==> config.mk <==
export PLATFORM = sky130hd
export DESIGN_NAME = ip_checksum_calc
export DESIGN_NICKNAME = d
export VERILOG_FILES = /design/src/rtl/ip_pkg.sv /design/src/rtl/ip_checksum_calc.sv
export SDC_FILE = /design/constraint.sdc
export NUM_CORES = 1
export LEC_CHECK = 0
export ABC_AREA = 1
export CORE_ASPECT_RATIO = 0.7
export CORE_MARGIN = 2
export CORE_UTILIZATION = 59
export DETAILED_ROUTE_END_ITERATION = 10
export GPL_TIMING_DRIVEN = 0
export HOLD_SLACK_MARGIN = 0.03
export PLACE_DENSITY = 0.85
export SLEW_MARGIN = 20
export SYNTH_ARGS = -nofsm -noshare
export SYNTH_HDL_FRONTEND = slang
export SYNTH_SLANG_ARGS = --single-unit
==> constraint.sdc <==
create_clock -name clk -period 4 [get_ports clk]
set_clock_uncertainty 0.1 [all_clocks]
set_input_delay 0.8 -clock clk [delete_from_list [all_inputs] [get_ports clk]]
set_output_delay 0.8 -clock clk [all_outputs]
set_load 0.01 [all_outputs]
==> src/rtl/ip_pkg.sv <==
// Shared definitions for the Internet (RFC 1071) checksum blocks.
//   csum_t     : 16-bit ones' complement checksum word
//   CSUM_BYTES : checksum width in bytes on a byte-wide stream
//   ones_add   : 16-bit ones' complement addition with end-around carry
package ip_pkg;

    typedef logic [15:0] csum_t;

    localparam int unsigned CSUM_BYTES = 2;

    // The folded carry can never ripple out again: max FFFF+FFFF = 1FFFE -> FFFF.
    function automatic csum_t ones_add(csum_t a, csum_t b);
        logic [16:0] sum17;
        sum17 = 17'(a) + 17'(b);
        return sum17[15:0] + 16'(sum17[16]);
    endfunction

endpackage

==> src/rtl/ip_checksum_calc.sv <==
// Byte-wide AXI-stream Internet checksum engine.
// Accumulates one packet of network-order bytes into a 16-bit ones'
// complement sum and emits the result as a 2-byte packet, MSB first.
// Ports:
//   clk, sreset          : clock, synchronous active-high reset
//   axis_i_*             : input byte stream (tready/tvalid/tlast/tdata)
//   axis_o_*             : output checksum stream (tready/tvalid/tlast/tdata)
// Parameters:
//   INVERT       : 1 = emit ~sum (generation), 0 = emit raw folded sum
//   ZERO_IS_FFFF : 1 = a final 0000 is emitted as FFFF
module ip_checksum_calc
    import ip_pkg::*;
#(
    parameter bit INVERT       = 1'b1,
    parameter bit ZERO_IS_FFFF = 1'b0
) (
    input  logic       clk,
    input  logic       sreset,
    output logic       axis_i_tready,
    input  logic       axis_i_tvalid,
    input  logic       axis_i_tlast,
    input  logic [7:0] axis_i_tdata,
    input  logic       axis_o_tready,
    output logic       axis_o_tvalid,
    output logic       axis_o_tlast,
    output logic [7:0] axis_o_tdata
);

    localparam int unsigned RES_W = 8 * CSUM_BYTES;

    typedef enum logic [1:0] {
        ACCUM  = 2'd0,
        OUT_HI = 2'd1,
        OUT_LO = 2'd2
    } state_t;

    state_t           state_q, state_d;
    csum_t            acc_q, acc_d;
    logic [7:0]       hi_q, hi_d;
    logic             phase_q, phase_d;
    logic [RES_W-1:0] result_q, result_d;
    logic             tvalid_q, tvalid_d;
    logic             tlast_q, tlast_d;
    logic [7:0]       tdata_q, tdata_d;

    csum_t            word_c;
    csum_t            sum_c;
    logic             beat_c;

    // Apply output polarity and the optional zero substitution.
    function automatic csum_t finalize(csum_t s);
        csum_t r;
        r = INVERT ? ~s : s;
        if (ZERO_IS_FFFF && (r == 16'h0000)) begin
            r = 16'hFFFF;
        end
        return r;
    endfunction

    // Ready is gated by reset so no beat is offered while the engine clears.
    assign axis_i_tready = (state_q == ACCUM) && !sreset;

    assign axis_o_tvalid = tvalid_q;
    assign axis_o_tlast  = tlast_q;
    assign axis_o_tdata  = tdata_q;

    // Odd trailing byte is padded with a zero low byte.
    assign beat_c = axis_i_tvalid && (state_q == ACCUM);
    assign word_c = phase_q ? {hi_q, axis_i_tdata} : {axis_i_tdata, 8'h00};
    assign sum_c  = ones_add(acc_q, word_c);

    // State register
    always_ff @(posedge clk) begin
        if (sreset) begin
            state_q  <= ACCUM;
            acc_q    <= 16'h0000;
            hi_q     <= 8'h00;
            phase_q  <= 1'b0;
            result_q <= '0;
            tvalid_q <= 1'b0;
            tlast_q  <= 1'b0;
            tdata_q  <= 8'h00;
        end else begin
            state_q  <= state_d;
            acc_q    <= acc_d;
            hi_q     <= hi_d;
            phase_q  <= phase_d;
            result_q <= result_d;
            tvalid_q <= tvalid_d;
            tlast_q  <= tlast_d;
            tdata_q  <= tdata_d;
        end
    end

    // Next-state and registered-output logic
    always_comb begin
        state_d  = state_q;
        acc_d    = acc_q;
        hi_d     = hi_q;
        phase_d  = phase_q;
        result_d = result_q;
        tvalid_d = tvalid_q;
        tlast_d  = tlast_q;
        tdata_d  = tdata_q;

        unique case (state_q)
            ACCUM: begin
                if (beat_c) begin
                    if (axis_i_tlast) begin
                        result_d = finalize(sum_c);
                        acc_d    = 16'h0000;
                        phase_d  = 1'b0;
                        state_d  = OUT_HI;
                        tvalid_d = 1'b1;
                        tlast_d  = 1'b0;
                        tdata_d  = result_d[15:8];
                    end else if (!phase_q) begin
                        hi_d    = axis_i_tdata;
                        phase_d = 1'b1;
                    end else begin
                        acc_d   = sum_c;
                        phase_d = 1'b0;
                    end
                end
            end
            OUT_HI: begin
                if (axis_o_tready) begin
                    state_d = OUT_LO;
                    tlast_d = 1'b1;
                    tdata_d = result_q[7:0];
                end
            end
            OUT_LO: begin
                if (axis_o_tready) begin
                    state_d  = ACCUM;
                    tvalid_d = 1'b0;
                    tlast_d  = 1'b0;
                    tdata_d  = 8'h00;
                end
            end
            default: begin
                state_d = ACCUM;
            end
        endcase
    end

endmodule

Word-level counts from Yosys, hierarchy flattened
Cells that the tools add are included.

Flip-flop bits (word level): 45. Bits in latches: 0. Bits in writable memories: 0. Bits in read-only memories: 0. Input port bits: 13. Output and inout bits: 11. Logic and storage cells: 56. Memories kept: 0.

$add $sub $neg: 2. Multipliers: 0. Divide/modulo/power cells: 0. Magnitude comparators: 0. Equal/unequal tests: 6. Shifts and indexed selects: 0. Mux-type cells: 23. Bitwise operators: 3. Reductions and logical operators: 14.

Operator list (number): $mux W16 (3); $mux W8 (4); $pmux W8 S3 (1); $add A16 B16 Y17 (1); $add A16 B1 Y16 (1); $not A16 Y16 (1); $reduce_and A4 Y1 (3); $mux W1 (8); $mux W2 (4); $ne A2 B2 Y1 const B (4); $pmux W2 S3 (1); $reduce_and A3 Y1 (2); $reduce_and A5 Y1 (1); $reduce_bool A2 Y1 (2); $pmux W1 S3 (1); $reduce_bool A3 Y1 (1); $eq A2 B1 Y1 const B (1); $eq A2 B2 Y1 const B (1); $logic_and A1 B1 Y1 (2); $logic_not A2 Y1 (1); $not A1 Y1 (2); $pmux W1 S2 (1); $reduce_and A2 Y1 (1); $logic_not A1 Y1 (1).

Depth between registers and ports, before layout
Depth after elaboration: 7. Gate-level depth with buffers: 27.

Least setup slack after synthesis
No wires, ideal clock.

Path type: register to register. From: register phase_q. To: register acc_q[12]. Setup time: 0.117 ns. Data arrival time: 3.302 ns. Data required time: 3.783 ns. Setup slack: 0.481 ns. Cell stages (with the launch flop): 27. Path buffers: 2. Path through: dfxtp_1 clkbuf_1 clkbuf_1 nand2_1 inv_1 ha_1 fa_1 nand3_1 nand2_2 nand2_2 nand2_2 nand2_1 nand2_1 a21oi_1 o21bai_1 ha_1 ha_1 inv_1 nor2_1 nand3_2 nor2_4 nand3_1 nor2_2 nand2_1 nand2_1 nand2_1 a22o_1.

Longest elaborated chain between the ends: 5. Elaborated cells on any way between the ends: 7. Classes of those cells: add/sub (2); mux (3); reduce/logical (2).

Ends and longest elaborated chain: start, declared (RTL line ip_checksum_calc.sv:40) `logic phase_q, phase_d;`; start signal, assigned (RTL line ip_checksum_calc.sv:87) `phase_q <= phase_d;`; $mux W16 (RTL line ip_checksum_calc.sv:69) `assign word_c = phase_q ? {hi_q, axis_i_tdata} : {axis_i_tdata, 8'h00};`; $add A16 B16 Y17 (RTL line ip_pkg.sv:14) `sum17 = 17'(a) + 17'(b);`; $add A16 B1 Y16 (RTL line ip_pkg.sv:15) `return sum17[15:0] + 16'(sum17[16]);`; $mux W16 (RTL line ip_checksum_calc.sv:117) `end else if (!phase_q) begin`; $mux W16 (RTL line ip_checksum_calc.sv:109) `if (axis_i_tlast) begin`; end signal, assigned (RTL line ip_checksum_calc.sv:76) `acc_q <= 16'h0000;`; end signal, assigned (RTL line ip_checksum_calc.sv:85) `acc_q <= acc_d;`; end, declared (RTL line ip_checksum_calc.sv:38) `csum_t acc_q, acc_d;`.

Parallel ways exist; a longest one is shown, timed or not. The select of a mux whose other input is x is not followed. A chain may end at the register's enable or synchronous reset.

Final worst setup path
From: input axis_i_tdata[0]. To: register acc_q[15].

Longest elaborated chain between the ends: 5.

Ends and longest elaborated chain: start, declared (RTL line ip_checksum_calc.sv:22) `input logic [7:0] axis_i_tdata,`; $mux W16 (RTL line ip_checksum_calc.sv:69); $add A16 B16 Y17 (RTL line ip_pkg.sv:14); $add A16 B1 Y16 (RTL line ip_pkg.sv:15); $mux W16 (RTL line ip_checksum_calc.sv:117); $mux W16 (RTL line ip_checksum_calc.sv:109).

Every way passes these cells. The select of a mux whose other input is x is not followed.

==> run metrics <==
outcome=finished, final reports clean; Vias/cell=5.64; Leakage=0.00205 uW; total gr overflow=0; Yosys warnings=0; Hold Crit Start=acc_q[15]; final count of hold timing violations=0; sequential share of power=35.2%; Peak VDD IR=roughly 220 uV; EDFF count, synth=0; root buffer cell=clkbuf_8; Yosys reg bits=45; asr flop ratio synth=0%; htree depth=2; cell count after synthesis=about 530; Worst path max stage delay=between 300 and 400 ps; synth unique cells=38; Hold WC Path Type=reg -> reg; WP data arrival=4010 ps; Initial DRC Count=around 310; Worst-path clk slew=about 90 ps; Routed Antenna Nets=0; largest net degree at the start of global routing=14; Max Root-Sink Buffers=2; Skew-Pair Late Insertion Delay=about 310 ps; routed vias=3629; drt total wl=slightly below 10000 um; Comb pwr share=42.8%; MaxCap Viol Count=0; FMAX=~0.26 GHz; synth cell count leaders=nand2_1 (161), inv_1 (85), dfxtp_1 (45), o21ai_0 (37), nor2_1 (35); Total Routing Usage GR=between 20% and 30%; Placeable Area=approximately 5300 sq um; TritonCTS Buffers=5; I/O Pins=24; Critical Path Source=axis_i_tdata[0]; crit path launch type=input port; Worst Setup Path Type=in -> reg; Row Count=22; most frequent CP cell=nand2_1; area of placed instances=roughly 3700 sq um; Tcrit/Tclk final=approximately 98%; reg2reg path depth=24; Area growth, synth to finish=24.5%; Area contributors post-synth=dfxtp_1 (27%), nand2_1 (18%), inv_1 (9.6%); cell type with the highest aggregate area in the netlist=dfxtp_1; Sw Ratio=between 30% and 40%; global-route wire length before repair=around 14000 um; Nets=608; count leader, synth=nand2_1; total chip power=1570 uW; Starting Density=a little over three fifths; post-DP HPWL=6730 um; synthesized cell area=about 3300 sq um; fin util=just under 80%; WL/cell=roughly 15 um; GP Congestion=~0.90; min cycle time layout=between 3000 and 4000 ps; Finished Cell Area=just over 4000 sq um; post-synthesis sequential area ratio=~27%; Avg Inst Size Synth=approximately 6.3 sq um; Max FO, Critical Path=5; antenna violations before repair=0; final setup fails=0; crit path max-delay cell type=ha_4; PD cells=around 380 nW/um^2; share of layout cells above drive strength 1=about 17%; final slew viol count=0; Slew headroom=64.3%; sw power=between 600 and 700 uW; top-area cell type share of the netlist area=between 20 and 30%; n_diodes=0; internal power=about 950 uW; worst-margin pin slew=between 500 and 600 ps; Setup crit end kind=flip-flop; vias in the first global route=around 3100; hold buffers post-CTS=0; Die Span Y=between 60 and 70 um; FF-to-FF Start=phase_q; Num Clock Sinks=45; Die X-Extent=between 90 and 100 um; number of port buffers=23; Req. time, crit path=4110 ps; hold depth=2; most used flip-flop cell after synthesis=dfxtp_1; clock network fraction of total power=a little over a fifth; Total Die Area=between 6000 and 7000 sq um; drt first pass iters=5; drc violations=0; crit path cell chain=dlygate4sd2_1 > nand2_1 > nand2_1 > ha_4 > nand2_1 > nor2_2 > and2_4 > nand2_2 > nand2_2 > a21oi_1 > o21bai_2 > ha_2 > buf_4 > nand2_1 > nor2_4 > nand3_4 > nor2_4 > nand4_4 > nor2_4 > nand2_1 > nand2_1 > nand2_1 > nand2_1 > nand2_1; CTS tree=yes; synthesized net count=between 500 and 600
==> repair_timing <==
item | CTS | global route
pin swaps | 9 | 17
endpoints found under the setup margin | 15 | 20
setup buffers | 5 | 10
resized for setup | 28 | 27
==> power groups by stage <==
stage / clock network [uW] / registers, uW / logic (uW)
2_1_floorplan: 0 / 559 / 389
3_3_place_gp: 0 / 551 / 564
3_5_place_dp: 0 / 554 / 578
4_1_cts: 340 / 546 / 623
5_1_grt: 359 / 560 / 737
6_report: 346 / 555 / 674
==> cell families (layout without fill, tap and decap cells) <==
| kind of cell | Yosys count | after routing | share of synthesized area [%] |
|---|---|---|---|
| adders and majority gates | 23 | 23 | 8.84 |
| xor gates and xnor gates | 8 | 8 | 2.10 |
| and+or+nand+nor | 267 | 267 | 36.3 |
| DFF | 45 | 45 | 27.0 |
| buffers and inverters | 100 | 144 | 11.7 |
| AOI/OAI and AO/OA | 85 | 85 | 14.1 |
==> sequential cells by signal, indices dropped and copies added, names as in the netlist <==
register / flops
acc_q: 16
axis_o_tdata: 8
axis_o_tlast: 1
axis_o_tvalid: 1
hi_q: 8
phase_q: 1
result_q: 8
state_q: 2
==> through the flow <==
step                      worst slack, ps  TNS (ps)  hold WS (ps)  instances
final                                98.6         0           370        644
after global routing                -98.1      -530           402        644
after CTS                            1.04         0           364        635
after detailed placement             -612     -7930           353        623
after global placement               -472     -5460           350        623
after floorplan                       481         0           332        528
==> critical path: cells and delay by family <==
family | cells | cell delay (ps)
AO/OA/AOI/OAI | 2 | 290
adder cells (fa/ha/maj) | 2 | 570
buffers and inverters | 2 | 380
AND/OR/NAND/NOR | 18 | 1940
==> path summary, 6_finish.rpt <==
| check | endpoint | slack [ps] |
|---|---|---|
| setup / recovery | acc_q[15] | 100 |
| hold / removal | acc_q[15] | 370 |
| setup reg to reg | acc_q[15] | 210 |
| hold reg to reg | acc_q[15] | 370 |
==> area by class of cell <==
cell class	instances	area, sq um
Clock buffer	5	68.8
Multi-Input combinational cell	383	2320
Clock inverter	2	35.0
Buffer	10	53.8
Sequential cell	45	902
Fill cell	363	1180
Tap cell	72	90.1
Inverter	89	334
Timing Repair Buffer	38	359
==> metal layers <==
| metal | GRT usage, % | vias up | routed length (um) |
|---|---|---|---|
| met5 | 0 | - | 0 |
| met4 | 8.88 | 0 | 305 |
| met3 | 3.73 | 33 | 767 |
| met2 | 49.6 | 158 | 4500 |
| met1 | 41.0 | 1676 | 4300 |
| li1 | - | 1762 | - |
==> layout by cell type, fill, tap and decap left out, types with 5 or more instances in the layout <==
master,synthesis,routed
a21oi_1,28,25
a31oi_1,8,8
buf_4,0,15
clkbuf_1,9,7
clkbuf_8,0,5
clkdlybuf4s50_1,0,15
dfxtp_1,45,44
dlymetal6s2s_1,0,7
ha_1,22,8
ha_4,0,13
inv_1,85,84
nand2_1,161,152
nand2_2,10,19
nand3_1,33,31
nor2_1,35,32
nor2_4,3,6
o21ai_0,37,36
Note: power is estimated with default switching activity, not from simulation.
